==> config.mk <==
export PLATFORM = sky130hd
export DESIGN_NAME = compound_accumulator
export DESIGN_NICKNAME = d
export VERILOG_FILES = /design/src/rtl/compound_accumulator_pkg.sv /design/src/rtl/acc_add32.sv /design/src/rtl/compound_accumulator.sv
export SDC_FILE = /design/constraint.sdc
export NUM_CORES = 1
export LEC_CHECK = 0
export CORE_ASPECT_RATIO = 0.5
export CORE_MARGIN = 1.5
export CORE_UTILIZATION = 50
export DETAILED_ROUTE_END_ITERATION = 8
export GPL_ROUTABILITY_DRIVEN = 0
export PLACE_DENSITY = 0.74
export SETUP_SLACK_MARGIN = 0.02
export SLEW_MARGIN = 20
export SYNTH_ARGS = -nofsm -noshare
export SYNTH_HDL_FRONTEND = slang
export SYNTH_SLANG_ARGS = --single-unit
export TNS_END_PERCENT = 5
==> constraint.sdc <==
create_clock -name clk -period 3.1 [get_ports clk]
set_input_delay 0.62 -clock clk [delete_from_list [all_inputs] [get_ports clk]]
set_output_delay 0.62 -clock clk [all_outputs]
set_load 0.01 [all_outputs]
==> src/rtl/compound_accumulator_pkg.sv <==
// Shared types for the compound accumulator slice.
//   testbasic17_types          : CompoundType transaction and its read/write mode enum
//   compound_accumulator_types : section encoding of the accumulator FSM
// The FSM encoding is two bits wide on purpose, so unused codes exist and can be
// steered back to SEC_READ.

package testbasic17_types;

   typedef enum logic {
      MODE_READ  = 1'b0,
      MODE_WRITE = 1'b1
   } mode_e;

   typedef struct packed {
      mode_e              mode;
      logic signed [31:0] x;
      logic               y;
   } CompoundType;

endpackage

package compound_accumulator_types;

   typedef enum logic [1:0] {
      SEC_READ  = 2'b00,
      SEC_WRITE = 2'b01
   } Sections_acc;

endpackage

==> src/rtl/acc_add32.sv <==
// Combinational signed 32-bit adder with overflow detect.
// Ports:
//   a, b : signed operands
//   sum  : a + b, two's-complement wrap
//   ovf  : signed overflow (operand signs equal, result sign differs)

module acc_add32 (
   input  logic signed [31:0] a,
   input  logic signed [31:0] b,
   output logic signed [31:0] sum,
   output logic               ovf
);

   always_comb begin
      sum = a + b;
      ovf = (a[31] == b[31]) && (sum[31] != a[31]);
   end

endmodule

==> src/rtl/compound_accumulator.sv <==
// Accumulator consuming CompoundType transactions over a blocking input port.
// Writes either load (y=0) or add (y=1) x into the accumulator; a read hands the
// accumulated value and the write count out over a blocking result port, then
// starts a new epoch (count and overflow cleared, accumulator kept).
// Ports:
//   clk, rst        : clock, asynchronous active-high reset
//   b_in            : upstream transaction {mode, x, y}
//   b_in_sync       : upstream data valid
//   b_in_notify     : ready to accept b_in (registered)
//   res_out         : captured accumulator value
//   res_cnt         : captured write count (saturating, CNT_W bits)
//   res_out_sync    : downstream ready for result
//   res_out_notify  : result valid (registered)
//   ovf             : sticky signed overflow for the current epoch

module compound_accumulator
   import testbasic17_types::*;
   import compound_accumulator_types::*;
#(
   parameter int unsigned CNT_W = 16
) (
   input  logic                clk,
   input  logic                rst,
   input  CompoundType         b_in,
   input  logic                b_in_sync,
   output logic                b_in_notify,
   output logic signed [31:0]  res_out,
   output logic [CNT_W-1:0]    res_cnt,
   input  logic                res_out_sync,
   output logic                res_out_notify,
   output logic                ovf
);

   Sections_acc        section_q, section_d;
   logic signed [31:0] acc_q, acc_d;
   logic [CNT_W-1:0]   cnt_q, cnt_d;
   logic               ovf_q, ovf_d;
   logic signed [31:0] res_out_q, res_out_d;
   logic [CNT_W-1:0]   res_cnt_q, res_cnt_d;
   logic               b_in_notify_q, b_in_notify_d;
   logic               res_out_notify_q, res_out_notify_d;

   logic signed [31:0] add_sum;
   logic               add_ovf;

   acc_add32 u_add (
      .a   (acc_q),
      .b   (b_in.x),
      .sum (add_sum),
      .ovf (add_ovf)
   );

   always_comb begin
      section_d        = section_q;
      acc_d            = acc_q;
      cnt_d            = cnt_q;
      ovf_d            = ovf_q;
      res_out_d        = res_out_q;
      res_cnt_d        = res_cnt_q;
      b_in_notify_d    = b_in_notify_q;
      res_out_notify_d = res_out_notify_q;

      case (section_q)
         SEC_READ: begin
            b_in_notify_d    = 1'b1;
            res_out_notify_d = 1'b0;
            if (b_in_sync) begin
               if (b_in.mode == MODE_WRITE) begin
                  cnt_d = (&cnt_q) ? cnt_q : cnt_q + CNT_W'(1);
                  if (b_in.y) begin
                     acc_d = add_sum;
                     if (add_ovf) ovf_d = 1'b1;
                  end else begin
                     acc_d = b_in.x;
                     ovf_d = 1'b0;
                  end
               end else begin
                  res_out_d        = acc_q;
                  res_cnt_d        = cnt_q;
                  b_in_notify_d    = 1'b0;
                  res_out_notify_d = 1'b1;
                  section_d        = SEC_WRITE;
               end
            end
         end
         SEC_WRITE: begin
            if (res_out_sync) begin
               res_out_notify_d = 1'b0;
               b_in_notify_d    = 1'b1;
               cnt_d            = '0;
               ovf_d            = 1'b0;
               section_d        = SEC_READ;
            end
         end
         default: begin
            // Unused encoding: recover to the reset state.
            section_d        = SEC_READ;
            acc_d            = '0;
            cnt_d            = '0;
            ovf_d            = 1'b0;
            res_out_d        = '0;
            res_cnt_d        = '0;
            b_in_notify_d    = 1'b1;
            res_out_notify_d = 1'b0;
         end
      endcase
   end

   always_ff @(posedge clk or posedge rst) begin
      if (rst) begin
         section_q        <= SEC_READ;
         acc_q            <= '0;
         cnt_q            <= '0;
         ovf_q            <= 1'b0;
         res_out_q        <= '0;
         res_cnt_q        <= '0;
         b_in_notify_q    <= 1'b1;
         res_out_notify_q <= 1'b0;
      end else begin
         section_q        <= section_d;
         acc_q            <= acc_d;
         cnt_q            <= cnt_d;
         ovf_q            <= ovf_d;
         res_out_q        <= res_out_d;
         res_cnt_q        <= res_cnt_d;
         b_in_notify_q    <= b_in_notify_d;
         res_out_notify_q <= res_out_notify_d;
      end
   end

   assign b_in_notify    = b_in_notify_q;
   assign res_out_notify = res_out_notify_q;
   assign res_out        = res_out_q;
   assign res_cnt        = res_cnt_q;
   assign ovf            = ovf_q;

endmodule

==> Yosys cells after proc, flatten, opt, wreduce, memory -nomap -nowiden <==
Cells that the tools add are included.
{ "classes": {"add_sub_neg": 2, "mul": 0, "n_div": 0, "magnitude_cmp": 0, "eq_ne": 9, "n_shift": 0, "n_mux": 32, "bitwise": 1, "reduce_logical": 8} }
{ "op_table": {"columns": ["cell", "n"], "rows": [
  ["2-to-1 mux 32 bit", 5],
  ["case mux 32 bit (2 select lines)", 2],
  ["2-to-1 mux 16 bit", 6],
  ["case mux 16 bit (2 select lines)", 2],
  ["adder 32 bit", 1],
  ["adder 16 x 1 -> 16 bit, second input constant", 1],
  ["AND reduction 16 bit", 1],
  ["2-to-1 mux 1 bit", 10],
  ["inequality test 2 bit, second input constant", 5],
  ["AND reduction 3 bit", 3],
  ["AND reduction 4 bit", 2],
  ["2-to-1 mux 2 bit", 3],
  ["case mux 1 bit (2 select lines)", 3],
  ["case mux 2 bit (2 select lines)", 1],
  ["inequality test 3 bit, second input constant", 1],
  ["== test 2 x 1 -> 1 bit, second input constant", 1],
  ["logical NOT 2 bit", 1],
  ["== test 1 bit", 1],
  ["logical AND 1 bit", 1],
  ["inequality test 1 bit", 1],
  ["NOT 1 bit", 1]
]} }
{ "totals": {"reg_bits": 101, "latchBits": 0, "mem_bits_rw": 0, "rom_bits": 0, "in_bits": 38, "n_memories": 0} }

==> Longest topological paths before layout <==
{ "logic_depth": {"depth_word": 8, "ltp_mapped": 12} }

==> Modules after synthesis <==
A second synthesis with hierarchy kept.
{ "hier_totals": {"cells_unflattened": 629, "hier_area_um2": 6322.3} }
{ "modules_own_cells": {"columns": ["mod", "instances", "cells_per_inst", "area_per_inst_um2", "seq_area_each_um2"], "rows": [
  ["compound_accumulator", 1, 363, 4390.5, 2503.7],
  ["acc_add32", 1, 266, 1931.9, 0.0]
]} }

==> Worst setup path after synthesis <==
OpenSTA, ideal clock, no wires.
{ "synth_path": {"path_kind": "input port to flip-flop", "from": "input port b_in[1] (netlist name)", "to": "register acc_q[30]", "setup_time_ps": 124, "t_arrival_ps": 2731, "t_required_ps": 2976, "slack_ps": 245, "cell_stages": 12, "cell_sequence": "ha_1 -> inv_1 -> fa_1 -> nor2b_4 -> o211ai_1 -> a31o_1 -> a21oi_2 -> a31oi_2 -> o2111ai_1 -> o211ai_1 -> mux2i_1 -> a211o_1"} }
{ "synth_between": {"elab_chain_len": 5} }
{ "synth_lines": {"columns": ["item", "line_no", "text"], "rows": [
  ["start, declared", "compound_accumulator.sv:24", "input CompoundType b_in,"],
  ["adder 32 bit", "acc_add32.sv:15", "sum = a + b;"],
  ["2-to-1 mux 32 bit", "compound_accumulator.sv:70", "if (b_in.y) begin"],
  ["2-to-1 mux 32 bit", "compound_accumulator.sv:68", "if (b_in.mode == MODE_WRITE) begin"],
  ["2-to-1 mux 32 bit", "compound_accumulator.sv:67", "if (b_in_sync) begin"],
  ["case mux 32 bit (2 select lines)", "compound_accumulator.sv:63", "case (section_q)"],
  ["end signal, assigned", "compound_accumulator.sv:112", "acc_q <= '0;"],
  ["end signal, assigned", "compound_accumulator.sv:121", "acc_q <= acc_d;"],
  ["end, declared", "compound_accumulator.sv:35", "logic signed [31:0] acc_q, acc_d;"]
]} }
No other way between the ends. The select of a mux whose other input is x is not followed.
A chain may end at the register's enable or synchronous reset.

==> Worst setup path in the final report <==
{ "layout_path": {"from": "input port b_in[7] (netlist name)", "to": "register acc_q[20]"} }
Same word-level chain as after synthesis.

==> results.sh <==
export IMPL_status="finished, final reports clean"
export IMPL_worstPathRequired_ns=3.33
export IMPL_multi_input_area_um2=3250
export IMPL_antenna_found_initial=1
export IMPL_intPower_uw=4060
export IMPL_reg2reg_from="acc_q[0]$_DFFE_PP0P_"
export IMPL_die_area_um2=12500
export IMPL_placed_cells=849
export IMPL_num_antenna_cells=0
export IMPL_seq_power_share=0.316
export IMPL_seq_area_um2=2500
export IMPL_core_region_area_um2=11200
export IMPL_numCtsBuffers=9
export IMPL_ys_ff_latch=100
export IMPL_synth_cell_types=60
export IMPL_drv_cap=0
export IMPL_viasPerCell=5.36
export IMPL_die_w_um=157
export IMPL_start_kind="input pin"
export IMPL_route_detailed_drc=0
export IMPL_netlist_instances=576
export IMPL_whs_path_depth=1
export IMPL_fin_crit_sh=0.950
export IMPL_cp_max_fo=3
export IMPL_tightest_slew_ns=0.595
export IMPL_synth_top_area_frac=0.419
export IMPL_synth_ff_type="dfrtp_1"
export IMPL_nets=775
export IMPL_hold_start="res_out_notify$_DFFE_PP0P_"
export IMPL_drt_iter0_markers=233
export IMPL_fin_area_um2=7670
export IMPL_num_fill_cells=873
export IMPL_period_minus_slack_ns=2.95
export IMPL_grtUsageTotal=0.219
export IMPL_fin_worst_skew_ns=0.00730
export IMPL_relSlewSlack=0.603
export IMPL_leakagePower_uw=0.00355
export IMPL_fin_cells=868
export IMPL_place_area_um2=7290
export IMPL_io_pins=89
export IMPL_crit_chain="clkdlybuf4s50_1 -> ha_1 -> and3_1 -> o2111ai_1 -> a31o_1 -> a21oi_2 -> buf_4 -> a221o_1 -> a21oi_2 -> a31oi_1 -> mux2i_1 -> a211o_1"
export IMPL_critical_path_class="input pin to register"
export IMPL_vias=4652
export IMPL_r2r_cells=12
export IMPL_portBuffers=88
export IMPL_wl_per_cell_um=14.6
export IMPL_dp_hpwl_mm=9.19
export IMPL_reg2reg_slack_ns=0.32
export IMPL_synth_area_top_cells="dfrtp_1 42%, mux2_2 9.3%, ha_1 6.8%, mux2i_1 4.4%, o21ai_0 3.7%"
export IMPL_async_flop_share=1.00
export IMPL_grt_overflow=0
export IMPL_end_kind="register"
export IMPL_grt_pass1_vias=4615
export IMPL_ys_seq_area_frac=0.423
export IMPL_cp_common_cell="a21oi_2"
export IMPL_power_density_nw_per_um2=831
export IMPL_die_y_um=79.9
export IMPL_synthesis_area_um2=5920
export IMPL_synth_most_common_cell="dfrtp_1"
export IMPL_grt_max_degree=59
export IMPL_slowest_stage="clkdlybuf4s50_1"
export IMPL_clock_latency_ns=0.35
export IMPL_yosys_warnings=0
export IMPL_cts_buffer_depth=2
export IMPL_hold_viol=0
export IMPL_area_growth_pct=29.5
export IMPL_cpPeakStageDelay_ns=0.43
export IMPL_drtPass1Iterations=4
export IMPL_rsz0062_at_grt="yes"
export IMPL_clk_pin_slew_worst_paths_ns=0.08
export IMPL_drive_gt1_frac=0.209
export IMPL_p_switching_uw=2310
export IMPL_hold_path_endpoint="res_out_notify$_DFFE_PP0P_"
export IMPL_rows=27
export IMPL_grt_pass1_wl_mm=21.9
export IMPL_cts_sinks=100
export IMPL_max_freq_ghz=0.339
export IMPL_tritoncts="done"
export IMPL_initial_core_util=0.526
export IMPL_arrival_ns=3.18
export IMPL_synth_edf_count=0
export IMPL_combPwrFrac=0.500
export IMPL_antenna_left=0
export IMPL_htreeDepth=3
export IMPL_slew_violations=0
export IMPL_synthTopCellsByCount="99 x dfrtp_1, 49 x mux2_2, 46 x nand2_1, 44 x o21ai_0"
export IMPL_avgSynthCellArea_um2=10.3
export IMPL_syn_nets=647
export IMPL_cts_root_buffer="clkbuf_16"
export IMPL_fin_total_pwr_uw=6370
export IMPL_netSwitchingFraction=0.362
export IMPL_setup_violations=0
export IMPL_fin_setup_tns_ns=0
export IMPL_cts_hold_buf=0
export IMPL_hold_path_class="register to register"
export IMPL_yosysTopAreaCell="dfrtp_1"
export IMPL_irDropWorstVdd_v=0.000322
export IMPL_power_frac_clock=0.184
export IMPL_r2r_end="acc_q[30]$_DFFE_PP0P_"
export IMPL_wl_mm=12.7
## what timing repair did
item	4_1_cts	5_1_grt
gates resized for setup	4	5
setup buffers	2	1
pin swaps	8	7
setup endpoints to repair	5	8
cloned	0	0
## flip-flops by register name (all words and copies together) (netlist names)
name	flops
acc_q	32
b_in_notify	1
cnt_q	16
ovf	1
res_cnt	16
res_out	32
res_out_notify	1
section_q	1
## area by class of cell
cell class | count | area share
multi-input combinational | 434 | 0.424
clock inverter | 7 | 0.0132
inverter | 14 | 0.00734
timing repair buffer | 145 | 0.174
tap | 159 | 0.0259
sequential | 100 | 0.327
clock buffer | 9 | 0.0294
## power by group through the flow
stage / combinational (uW) / sequential [uW] / clock (uW)
floorplan: 1870 / 2080 / 0
global placement: 3070 / 2020 / 0
detailed placement: 3130 / 2040 / 0
CTS: 3180 / 2020 / 1210
global route: 3520 / 2080 / 1270
finish: 3180 / 2020 / 1170
## layer usage
metal | vias to the layer above | routed length (um) | track usage
met4 | 2 | 96 | 0.0581
met1 | 2231 | 6100 | 0.287
met3 | 11 | 527 | 0.0527
met2 | 79 | 5970 | 0.363
met5 | - | 12 | 0
li1 | 2329 | - | -
## cells in the final DEF (no fill, tap or decap), drive strengths merged, types with 9 or more instances in the layout
master,instances
nor3b,10
nand3,18
ha,32
mux2i,26
xnor2,18
nand2,46
clkbuf,9
buf,58
inv,15
mux2,49
a21o,18
xor2,15
o21ai,48
dfrtp,99
a21oi,35
clkdlybuf4s50,84
nor2,29
## through the flow
stage	hold WS, ns	utilization	setup slack (ns)
floorplan	0.470	-	0.245
global placement	0.473	0.648	-0.358
detailed placement	0.484	0.648	-0.424
CTS	0.507	0.679	0.0810
global route	0.521	0.682	0.0201
finish	0.503	0.682	0.154
## worst max path at each step
| stage | to | start | slack [ns] |
|---|---|---|---|
| after floorplan | acc_q[30]$_DFFE_PP0P_ | b_in[1] | 0.25 |
| after global placement | acc_q[30]$_DFFE_PP0P_ | b_in[1] | -0.36 |
| after detailed placement | acc_q[30]$_DFFE_PP0P_ | b_in[1] | -0.42 |
| after CTS | acc_q[20]$_DFFE_PP0P_ | b_in[2] | 0.08 |
| after global routing | ovf$_DFFE_PP0P_ | b_in[4] | 0.02 |
| final | acc_q[20]$_DFFE_PP0P_ | b_in[7] | 0.15 |
## kinds of logic (layout without fill, tap and decap cells)
logic type	after synthesis	count (layout)	synth area share
compound gates	141	141	0.152
xor+xnor	33	33	0.0488
fa+ha+maj	33	33	0.0710
buf+inv	42	175	0.0336
flops	100	100	0.423
mux	75	75	0.137
simple gates	152	152	0.135
## critical path, delay by kind of cell
kind,cells,cell delay [ns]
AOI/OAI and AO/OA,7,1.27
muxes,1,0.13
buffers and inverters,2,0.58
and+or+nand+nor,1,0.22
adders and majority gates,1,0.34
No activity file was read; power rests on OpenSTA's default activity.
